[src/rtl/vlc_ofdm_pkg.sv]
// vlc_ofdm_pkg
// Shared burst geometry for the VLC OFDM link (transmit framer and receiver
// time-sync / CP-removal logic) plus the framer read-FSM state encoding.
//   FFT_POINT     samples per symbol body
//   CP_NUM        cyclic-prefix length (<= FFT_POINT)
//   PREAMB_SYM    preamble symbols per burst
//   DATA_SYM      data symbols per burst
//   BURST_SAMPLES total framed samples per burst (1120 with defaults)
package vlc_ofdm_pkg;

    localparam int FFT_POINT     = 64;
    localparam int CP_NUM        = 16;
    localparam int PREAMB_SYM    = 6;
    localparam int DATA_SYM      = 8;
    localparam int BURST_SYM     = PREAMB_SYM + DATA_SYM;
    localparam int SYM_SAMPLES   = FFT_POINT + CP_NUM;
    localparam int BURST_SAMPLES = BURST_SYM * SYM_SAMPLES;

    // state   | meaning
    // IDLE    | no burst, waiting for start
    // WAIT    | waiting for the current read bank to be full
    // CP      | emitting the cyclic prefix (tail of the bank)
    // BODY    | emitting the full symbol body
    // DONE    | last sample in output register, pulse tx_done once it is taken
    typedef enum logic [2:0] {
        ST_IDLE = 3'd0,
        ST_WAIT = 3'd1,
        ST_CP   = 3'd2,
        ST_BODY = 3'd3,
        ST_DONE = 3'd4
    } framer_state_e;

endpackage

[src/rtl/ofdm_pingpong_buf.sv]
// ofdm_pingpong_buf
// Two-bank symbol buffer. The write side fills banks in alternating order and
// marks a bank full after its FFT_POINT-th sample; the read side frees a bank
// explicitly. Reads are registered (data appears the cycle after rd_en_i).
// Ports:
//   clk_i, rst_i   clock, async active-high reset (flags and read register only)
//   clr_i          burst start: both banks empty, write pointer to bank 0 idx 0
//   wr_en_i        write wr_data_i at the current write pointer
//   wr_avail_o     current write bank is empty (writer may proceed)
//   wr_last_o      this write completes a bank
//   full_o         per-bank full flags
//   rd_en_i        load rd_data_o from bank rd_bank_i, index rd_idx_i
//   free_en_i      mark bank rd_bank_i empty
//   rd_data_o      registered read data
module ofdm_pingpong_buf #(
    parameter int FFT_POINT = 64,
    parameter int DW        = 8
) (
    input  logic                          clk_i,
    input  logic                          rst_i,
    input  logic                          clr_i,
    input  logic                          wr_en_i,
    input  logic [DW-1:0]                 wr_data_i,
    output logic                          wr_avail_o,
    output logic                          wr_last_o,
    output logic [1:0]                    full_o,
    input  logic                          rd_en_i,
    input  logic                          rd_bank_i,
    input  logic [$clog2(FFT_POINT)-1:0]  rd_idx_i,
    input  logic                          free_en_i,
    output logic [DW-1:0]                 rd_data_o
);

    localparam int IW = $clog2(FFT_POINT);
    localparam int AW = IW + 1;
    localparam logic [IW-1:0] IDX_LAST = IW'(FFT_POINT - 1);

    logic [DW-1:0] mem [2**AW];

    logic          wr_bank_q;
    logic [IW-1:0] wr_idx_q;
    logic [1:0]    full_q;
    logic [DW-1:0] rd_data_q;

    assign wr_avail_o = !full_q[wr_bank_q];
    assign wr_last_o  = wr_en_i && (wr_idx_q == IDX_LAST);
    assign full_o     = full_q;
    assign rd_data_o  = rd_data_q;

    // Sample storage has no reset; contents survive reset and clr.
    always_ff @(posedge clk_i) begin
        if (wr_en_i) begin
            mem[{wr_bank_q, wr_idx_q}] <= wr_data_i;
        end
    end

    always_ff @(posedge clk_i or posedge rst_i) begin
        if (rst_i) begin
            rd_data_q <= '0;
        end else if (rd_en_i) begin
            rd_data_q <= mem[{rd_bank_i, rd_idx_i}];
        end
    end

    // The writer only ever targets a non-full bank and the reader only frees a
    // full one, so a set and a clear never land on the same flag in one cycle.
    always_ff @(posedge clk_i or posedge rst_i) begin
        if (rst_i) begin
            wr_bank_q <= 1'b0;
            wr_idx_q  <= '0;
            full_q    <= 2'b00;
        end else if (clr_i) begin
            wr_bank_q <= 1'b0;
            wr_idx_q  <= '0;
            full_q    <= 2'b00;
        end else begin
            if (wr_en_i) begin
                if (wr_idx_q == IDX_LAST) begin
                    full_q[wr_bank_q] <= 1'b1;
                    wr_bank_q         <= ~wr_bank_q;
                    wr_idx_q          <= '0;
                end else begin
                    wr_idx_q <= wr_idx_q + 1'b1;
                end
            end
            if (free_en_i) begin
                full_q[rd_bank_i] <= 1'b0;
            end
        end
    end

endmodule

[src/rtl/ofdm_burst_framer.sv]
// ofdm_burst_framer
// Builds one transmit burst of PREAMB_SYM+DATA_SYM OFDM symbols, each emitted as
// its last CP_NUM samples (cyclic prefix) followed by the full FFT_POINT body.
// Input symbols are staged in a ping-pong buffer; the read FSM drains them.
// Ports:
//   clk, rst               clock, async active-high reset
//   start                  one-cycle pulse, honoured only when idle
//   din/din_valid/din_ready  IFFT sample input, natural order
//   dout/dout_valid/dout_ready  framed sample output
//   busy                   burst in progress
//   tx_done                one-cycle pulse after the last burst sample is taken
//   underrun               sticky: a symbol was not buffered when its slot came
module ofdm_burst_framer #(
    parameter int FFT_POINT  = vlc_ofdm_pkg::FFT_POINT,
    parameter int CP_NUM     = vlc_ofdm_pkg::CP_NUM,
    parameter int PREAMB_SYM = vlc_ofdm_pkg::PREAMB_SYM,
    parameter int DATA_SYM   = vlc_ofdm_pkg::DATA_SYM,
    parameter int DW         = 8
) (
    input  logic          clk,
    input  logic          rst,
    input  logic          start,
    input  logic [DW-1:0] din,
    input  logic          din_valid,
    output logic          din_ready,
    output logic [DW-1:0] dout,
    output logic          dout_valid,
    input  logic          dout_ready,
    output logic          busy,
    output logic          tx_done,
    output logic          underrun
);

    import vlc_ofdm_pkg::*;

    localparam int TOTAL_SYM = PREAMB_SYM + DATA_SYM;
    localparam int IW        = $clog2(FFT_POINT);
    localparam int SW        = $clog2(TOTAL_SYM + 1);

    localparam logic [IW-1:0] IDX_LAST  = IW'(FFT_POINT - 1);
    localparam logic [IW-1:0] IDX_CP    = IW'(FFT_POINT - CP_NUM);
    localparam logic [SW-1:0] SYM_LAST  = SW'(TOTAL_SYM - 1);
    localparam logic [SW-1:0] SYM_TOTAL = SW'(TOTAL_SYM);

    framer_state_e state_q;
    logic [IW-1:0] rd_idx_q;
    logic          rd_bank_q;
    logic [SW-1:0] sym_cnt_q;
    logic [SW-1:0] wr_sym_q;
    logic          dout_valid_q;
    logic          busy_q;
    logic          tx_done_q;
    logic          underrun_q;

    logic          slot_free;
    logic          rd_en;
    logic          free_en;
    logic          clr;
    logic          wr_en;
    logic          wr_last;
    logic          wr_avail;
    logic [1:0]    full;

    // Output register can take a new sample if empty or being drained now;
    // this lets CP->BODY and symbol->symbol run without bubbles.
    assign slot_free = !dout_valid_q || dout_ready;
    assign clr       = (state_q == ST_IDLE) && start;
    assign din_ready = busy_q && wr_avail && (wr_sym_q < SYM_TOTAL);
    assign wr_en     = din_valid && din_ready;

    assign dout_valid = dout_valid_q;
    assign busy       = busy_q;
    assign tx_done    = tx_done_q;
    assign underrun   = underrun_q;

    always_comb begin
        rd_en   = 1'b0;
        free_en = 1'b0;
        if ((state_q == ST_CP || state_q == ST_BODY) && slot_free) begin
            rd_en = 1'b1;
        end
        if (state_q == ST_BODY && slot_free && rd_idx_q == IDX_LAST) begin
            free_en = 1'b1;
        end
    end

    ofdm_pingpong_buf #(
        .FFT_POINT (FFT_POINT),
        .DW        (DW)
    ) u_buf (
        .clk_i      (clk),
        .rst_i      (rst),
        .clr_i      (clr),
        .wr_en_i    (wr_en),
        .wr_data_i  (din),
        .wr_avail_o (wr_avail),
        .wr_last_o  (wr_last),
        .full_o     (full),
        .rd_en_i    (rd_en),
        .rd_bank_i  (rd_bank_q),
        .rd_idx_i   (rd_idx_q),
        .free_en_i  (free_en),
        .rd_data_o  (dout)
    );

    always_ff @(posedge clk or posedge rst) begin
        if (rst) begin
            state_q      <= ST_IDLE;
            rd_idx_q     <= '0;
            rd_bank_q    <= 1'b0;
            sym_cnt_q    <= '0;
            wr_sym_q     <= '0;
            dout_valid_q <= 1'b0;
            busy_q       <= 1'b0;
            tx_done_q    <= 1'b0;
            underrun_q   <= 1'b0;
        end else begin
            tx_done_q <= 1'b0;

            if (rd_en) begin
                dout_valid_q <= 1'b1;
            end else if (dout_ready) begin
                dout_valid_q <= 1'b0;
            end

            if (wr_last) begin
                wr_sym_q <= wr_sym_q + 1'b1;
            end

            case (state_q)
                ST_IDLE: begin
                    if (start) begin
                        state_q    <= ST_WAIT;
                        busy_q     <= 1'b1;
                        rd_idx_q   <= '0;
                        rd_bank_q  <= 1'b0;
                        sym_cnt_q  <= '0;
                        wr_sym_q   <= '0;
                        underrun_q <= 1'b0;
                    end
                end

                ST_WAIT: begin
                    if (full[rd_bank_q]) begin
                        state_q  <= ST_CP;
                        rd_idx_q <= IDX_CP;
                    end else if (sym_cnt_q != '0) begin
                        // The first symbol may legitimately take a while to
                        // arrive; after that an empty bank means a gap on air.
                        underrun_q <= 1'b1;
                    end
                end

                ST_CP: begin
                    if (slot_free) begin
                        if (rd_idx_q == IDX_LAST) begin
                            rd_idx_q <= '0;
                            state_q  <= ST_BODY;
                        end else begin
                            rd_idx_q <= rd_idx_q + 1'b1;
                        end
                    end
                end

                ST_BODY: begin
                    if (slot_free) begin
                        if (rd_idx_q == IDX_LAST) begin
                            rd_idx_q  <= IDX_CP;
                            rd_bank_q <= ~rd_bank_q;
                            sym_cnt_q <= sym_cnt_q + 1'b1;
                            if (sym_cnt_q == SYM_LAST) begin
                                state_q <= ST_DONE;
                            end else if (full[~rd_bank_q]) begin
                                state_q <= ST_CP;
                            end else begin
                                state_q <= ST_WAIT;
                            end
                        end else begin
                            rd_idx_q <= rd_idx_q + 1'b1;
                        end
                    end
                end

                ST_DONE: begin
                    if (dout_valid_q && dout_ready) begin
                        tx_done_q <= 1'b1;
                        busy_q    <= 1'b0;
                        state_q   <= ST_IDLE;
                    end
                end

                default: begin
                    state_q <= ST_IDLE;
                end
            endcase
        end
    end

endmodule

[config.mk]
export PLATFORM = sky130hd
export DESIGN_NAME = ofdm_burst_framer
export DESIGN_NICKNAME = d
export VERILOG_FILES = /design/src/rtl/vlc_ofdm_pkg.sv /design/src/rtl/ofdm_pingpong_buf.sv /design/src/rtl/ofdm_burst_framer.sv
export SDC_FILE = /design/constraint.sdc
export NUM_CORES = 1
export LEC_CHECK = 0
export CORE_MARGIN = 4
export CORE_UTILIZATION = 30
export DETAILED_ROUTE_END_ITERATION = 10
export GPL_ROUTABILITY_DRIVEN = 1
export GPL_TIMING_DRIVEN = 0
export SETUP_SLACK_MARGIN = 0.5
export SYNTH_ARGS = -nofsm -noshare
export SYNTH_HDL_FRONTEND = slang
export SYNTH_SLANG_ARGS = --single-unit
[constraint.sdc]
create_clock -name clk -period 3.9 [get_ports clk]
set_input_delay 0.78 -clock clk [delete_from_list [all_inputs] [get_ports clk]]
set_output_delay 0.78 -clock clk [all_outputs]
set_load 0.05 [all_outputs]
==> results.ini, run 1 <==
[timing]
maxSlewHeadroom=0.313
max_freq_mhz=289
post-route-min-period_ns=3.46
finClkSkew_ns=0.0345
rsz0062_at_grt=true
finalCritPeriodShare=0.888
tightest_slew_ns=1.03
finalMaxSlewViolations=0
setup_violations=0
finalHoldViolations=0

[final_layout]
drive_above_1_share=0.297
design_area_um2=49200
final_common_cell=edfxtp_1
fin_nets=2221
layout_common_cells=edfxtp_1, mux4_2, clkbuf_16
syn2layout_area_growth_pct=17.9

[clock_network]
clock_path_buffers=3
htree_levels=3
numClockSinks=1063
clkTransAtPathRegs_ns=0.06
clk_latency_ns=0.69
cts_tree=done
numCtsBuffers=108
root_buffer=clkbuf_16
cts_hold_buf=0

[worst_setup_path]
reg2reg_to=u_buf.rd_data_o[2]
rrSetupSlack_ns=0.44
cp-start-kind=register
reg2reg_from=rd_idx_q[1]
cp_max_fo=10
r2r_cells=9
worstSetupEndpointType=register
worstSetupPathType=register to register
arrival_ns=4.03
cp.required_ns=4.46

[grt]
grtUsageTotal=0.151
grt_first_pass_wirelength_um=160000
first_global_vias=22100
antenna_found_initial=1
grt_overflow=0
grt_max_degree=99

[synthesis]
synth.yosys.seq_area_share=0.760
syn_nets=2058
yosysWarningCount=0
synth_area_um2=41700
yosysUniqueCellTypes=56
synth-async-reset-ratio=0.0367
synth_top_cell_area_share=0.737
synth_ff_type=edfxtp_1
avgSynthCellArea_um2=20.5
synth_edf_count=1024
synth.largest_area_cell=edfxtp_1
syn_inst=2039
netlist_top_cells_area=edfxtp_1, mux4_2, dfrtp_1
synth-seq-cells=1063

[outcome]
status=finished clean

[place]
place_hpwl_um=74200
post_dp_cell_area_um2=44400
finalWeightedCongestion=0.943
numPortBuffers=25

[floorplanning]
start_util=0.303
core-area_um2=138000
num_rows=136
die_area_um2=145000
chipWidth_um=381
top_level_ports=26
die_h_um=381

[detailed_routing]
wl_per_cell_um=27.3
ant_nets=0
post-route-drc-count=0
totalWireLength_um=112000
first_pass_iters=5
vias_per_cell=5.26
initialDrtViolationCount=2798
vias=21500

[power]
leakage_nw=15.0
total_power_w=0.0323
ir_worst_vdd_mv=0.361
power-per-cell-area_nw_per_um2=656

[min_path]
hp-class=register to register
hold_start=underrun
whs_path_depth=1
min_to=underrun

[flow_run]
cap_viol_max_count=0

[cell families after synthesis]
| kind of cell | synth area share |
|---|---|
| and+or+nand+nor | 0.0364 |
| xor gates and xnor gates | 0.00126 |
| buffers and inverters | 0.0161 |
| adders and majority gates | 0.00180 |
| DFF | 0.760 |
| AOI/OAI and AO/OA | 0.0265 |
| muxes | 0.158 |
[critical path, cell delays in order (launching register included)]
cell     delay [ns]
dfrtp_1        0.35
buf_2          0.22
buf_4          0.24
buf_2          0.43
mux4_2         0.42
a22oi_1        0.31
a21oi_1        0.18
o21ai_0        0.37
a31oi_1        0.25
or4_1          0.56
[layer usage]
layer,wire length (um),global-route usage
met2,53100,0.242
met3,10200,0.0387
met5,0,0
met4,3990,0.0529
met1,44300,0.200
[layout make-up]
| type | instances | area, um^2 |
|---|---|---|
| fill | 12600 | 88600 |
| sequential | 1063 | 31700 |
| multi-input combinational | 849 | 9970 |
| clock buffer | 142 | 2990 |
| tap | 1794 | 2240 |
| clock inverter | 61 | 791 |
| buffer | 118 | 726 |
| timing repair buffer | 53 | 703 |
| inverter | 9 | 33.8 |
| antenna | 2 | 5.00 |
[cells in the mapped netlist, types with 5 or more instances]
cell type and instances:
inv_1 8, clkbuf_1 65, o221ai_1 12, o22ai_1 30, nor2_1 178, mux2i_1 66, mux2_2 9, nor2b_1 9
buf_2 22, nand2_1 65, buf_4 9, buf_8 6, a21oi_1 31, nor4_1 5, a211oi_1 17, and2_1 16
mux4_2 258, a22oi_1 14, ha_1 6, and3_1 5, buf_6 9, edfxtp_1 1024, a311oi_1 11, o21ai_0 14
nand3_1 24, nor3_1 8, dfrtp_1 39, a31oi_1 9, nand3b_1 8, buf_1 7
[timing repair]
item                       in CTS  in global routing
pin swaps                       6                 11
buffers inserted                9                 11
gates resized for setup       178                 65
setup endpoints to repair    1035                880
[power breakdown]
group | leakage (nW) | total, W | switching [W] | internal, W
clock network | 1.85 | 0.0110 | 0.00437 | 0.00660
logic | 3.44 | 0.00841 | 0.00519 | 0.00323
registers | 9.70 | 0.0129 | 0.000151 | 0.0127
total | 15.0 | 0.0323 | 0.00971 | 0.0226
[registers in the layout (all words and copies together), names as in the netlist]
| signal | cells |
|---|---|
| u_buf.rd_data_o | 8 |
| u_buf.wr_bank_q | 1 |
| state_q | 3 |
| busy | 1 |
| wr_sym_q | 4 |
| dout_valid | 1 |
| u_buf.full_o | 2 |
| u_buf.wr_idx_q | 6 |
| underrun | 1 |
| u_buf.mem | 1024 |
| rd_idx_q | 6 |
| tx_done | 1 |
| sym_cnt_q | 4 |
| rd_bank_q | 1 |
[worst max path at each step]
stage / slack (ns) / cells after the start / start / end
floorplan: 1.33 / 8 / rd_idx_q[1] / u_buf.rd_data_o[7]
global placement: -1.73 / 1 / din[4] / u_buf.mem[24][4]
detailed placement: -0.57 / 6 / u_buf.wr_bank_q / u_buf.mem[100][5]
CTS: 0.36 / 6 / u_buf.wr_bank_q / u_buf.mem[102][4]
global route: 0.41 / 8 / u_buf.wr_bank_q / u_buf.mem[9][3]
finish: 0.44 / 9 / rd_idx_q[1] / u_buf.rd_data_o[2]
[metrics by stage]
step                setup TNS, ns  utilization  hold slack, ns  setup WS (ns)  cells
detailed placement        -262.49        0.322           0.513         -0.565   3866
global route                    0        0.357           0.529          0.407   4089
finish                          0        0.357           0.524          0.436   4091
global placement         -1727.05        0.321           0.487          -1.73   3858
CTS                             0        0.354           0.512          0.364   4078
floorplan                       0            -           0.467           1.33   2039
No activity file was read; power rests on OpenSTA's default activity.
==> run 2: changes to the inputs <==
--- a/config.mk
+++ b/config.mk
@@ -7,6 +7,7 @@
 export LEC_CHECK = 0
 export CORE_MARGIN = 4
 export CORE_UTILIZATION = 30
+export CTS_BUF_LIST = sky130_fd_sc_hd__clkbuf_4
 export DETAILED_ROUTE_END_ITERATION = 10
 export GPL_ROUTABILITY_DRIVEN = 1
 export GPL_TIMING_DRIVEN = 0
==> constraint.sdc (replaced) <==
create_clock -name clk -period 3.7 [get_ports clk]
set_input_delay 0.74 -clock clk [delete_from_list [all_inputs] [get_ports clk]]
set_output_delay 0.74 -clock clk [all_outputs]
set_load 0.05 [all_outputs]
==> run 2 against run 1 <==
Compared with the run above:
- clock power decreased by 13%
- clock skew up 0.071 ns
- hold slack got worse by 0.45 ns
- non-clock buffer count rose by 1
- critical endpoint is now u_buf.mem[113][4]
- sequential share of layout area is 0.37 points higher
- flip-flop and latch count did not move
- global-route usage grew 0.25 points
==> results.ini, run 2 (synthesis results as in run 1) <==
[timing]
tightest_slew_ns=1.08  ; +0.0504 ns
finalCritPeriodShare=0.868  ; -0.0203
finalMaxSlewViolations=0  ; unchanged
finalHoldViolations=0  ; unchanged
maxSlewHeadroom=0.279  ; -0.0336
max_freq_mhz=311  ; +7.9%
rsz0062_at_grt=true
finClkSkew_ns=0.105  ; +0.0706 ns
post-route-min-period_ns=3.21  ; -0.253 ns
setup_violations=0  ; unchanged

[worst_setup_path]
critPathSlowestCell=nor2_2
cp_num_buf_inv=2  ; -1
cp_max_fo=10  ; unchanged
slowest_delay_ns=0.64  ; +0.08 ns
crit_cells=7  ; -2
arrival_ns=3.95  ; -0.08 ns
reg2reg_from=u_buf.wr_bank_q
rrSetupSlack_ns=0.49  ; +0.05 ns
r2r_cells=7  ; -2
reg2reg_to=u_buf.mem[113][4]
worstSetupEndpointType=register
cp-start-kind=register
worstSetupPathType=register to register
cp.required_ns=4.43  ; -0.03 ns
crit_family=simple AND/OR/NAND/NOR gates
path_cells=clkbuf_8 > mux2i_2 > nand4_1 > nor3b_4 > buf_12 > nand3_1 > nor2_2

[place]
place_hpwl_um=74200  ; unchanged
placedCellCount=3866  ; unchanged
numPortBuffers=25  ; unchanged
finalWeightedCongestion=0.943  ; unchanged

[power]
total_power_w=0.0323  ; about the same
ir_worst_vdd_mv=0.329  ; -8.8%
leakage_nw=15.2  ; +1.3%
power-per-cell-area_nw_per_um2=659  ; +0.55%

[clock_network]
clkTransAtPathRegs_ns=0.06  ; about the same
cts_tree=done
clk_latency_ns=1.16  ; +0.47 ns
clock_path_buffers=4  ; +1
numClockSinks=1063  ; unchanged
htree_levels=5  ; +2
root_buffer=clkbuf_4
numCtsBuffers=291  ; +170%

[detailed_routing]
initialDrtViolationCount=2707  ; -3.3%
post-route-drc-count=0  ; unchanged
first_pass_iters=9  ; +4
ant_nets=0  ; unchanged
wl_per_cell_um=26.0  ; -4.9%
vias=22500  ; +4.7%
totalWireLength_um=113000  ; +0.96%
vias_per_cell=5.19  ; -1.3%

[grt]
antenna_found_initial=3  ; +2
grtUsageTotal=0.154  ; +0.00255
first_global_vias=23700  ; +7.2%
grt_overflow=0  ; unchanged
grt_first_pass_wirelength_um=162000  ; +1.5%
grt_max_degree=99  ; unchanged

[floorplanning]
die_h_um=381  ; unchanged
die_area_um2=145000  ; unchanged
core-area_um2=138000  ; unchanged
num_rows=136  ; unchanged
start_util=0.303  ; unchanged
top_level_ports=26  ; unchanged
chipWidth_um=381  ; unchanged

[final_layout]
largest_reg_flops=1024  ; unchanged
fin_nets=2405  ; +8.3%
fin_util=0.355  ; -0.00204
layout_common_cells=edfxtp_1, clkbuf_4, mux4_2
final_cell_count_no_fill=4342  ; +6.1%
largest-register=u_buf.mem
drive_above_1_share=0.378  ; +0.0811
final_common_cell=edfxtp_1
syn2layout_area_growth_pct=17.2

[flow_run]
cap_viol_max_count=0  ; unchanged

[min_path]
hp-class=primary input to asynchronous set/reset pin

[outcome]
status=finished clean

[run 2: cell type report]
type	count	area, um^2
clock buffers	384	2880
clock inverters	61	354
diodes	10	25.0
well taps	1794	2240
plain buffers	118	821
repair buffers	54	721
multi-input cells	849	10100
flip-flops and latches	1063	31700
fillers	12800	88900
inverters	9	33.8
[run 2: how the worst max path moves through the flow]
stage | start | to | slack (ns)
6_report | u_buf.wr_bank_q | u_buf.mem[113][4] | 0.49
2_1_floorplan | rd_idx_q[1] | u_buf.rd_data_o[7] | 1.13
3_3_place_gp | din[4] | u_buf.mem[24][4] | -1.89
3_5_place_dp | u_buf.wr_bank_q | u_buf.mem[100][5] | -0.77
4_1_cts | rd_idx_q[0] | u_buf.rd_data_o[2] | 0.33
5_1_grt | u_buf.wr_bank_q | u_buf.mem[113][4] | 0.40
[run 2: metal layers]
layer  wire (um)  vias up  GRT usage  part of all wire
met5         216        -          0            0.0019
met4        4470        2     0.0735             0.040
met3       10000      263     0.0434             0.089
met2       53600     1221      0.241              0.48
met1       44400    11800      0.197              0.39
li1            -     9285          -                 -
[run 2: stage by stage]
stage	worst slack [ns]	setup TNS [ns]	instance area (um^2)	hold WS, ns
5_1_grt	0.400	0	48900	0.0818
2_1_floorplan	1.13	0	41700	0.467
4_1_cts	0.332	0	48400	0.00672
6_report	0.488	0	48900	0.0708
3_3_place_gp	-1.89	-2085.63	44200	0.487
3_5_place_dp	-0.765	-456.61	44400	0.513
[run 2: worst register-to-register path, delay by kind of cell (launching register included)]
family,cells,cell delay [ns]
flops,1,0.34
mux,1,0.26
buf+inv,2,0.39
simple gates,4,1.84
[run 2: where the power goes]
part / leakage [nW] / internal, W / switching [W] / total, W
Sequential: 9.70 / 0.0134 / 0.000163 / 0.0136
Combinational: 3.52 / 0.00351 / 0.00554 / 0.00905
Clock: 1.96 / 0.00505 / 0.00458 / 0.00962
[run 2: what timing repair did]
item,in CTS,in global routing
resized for setup,229,96
hold buffers,4,0
pin swaps,7,14
setup endpoints to repair,1042,687
buffers inserted,6,11
hold endpoints to repair,62,0
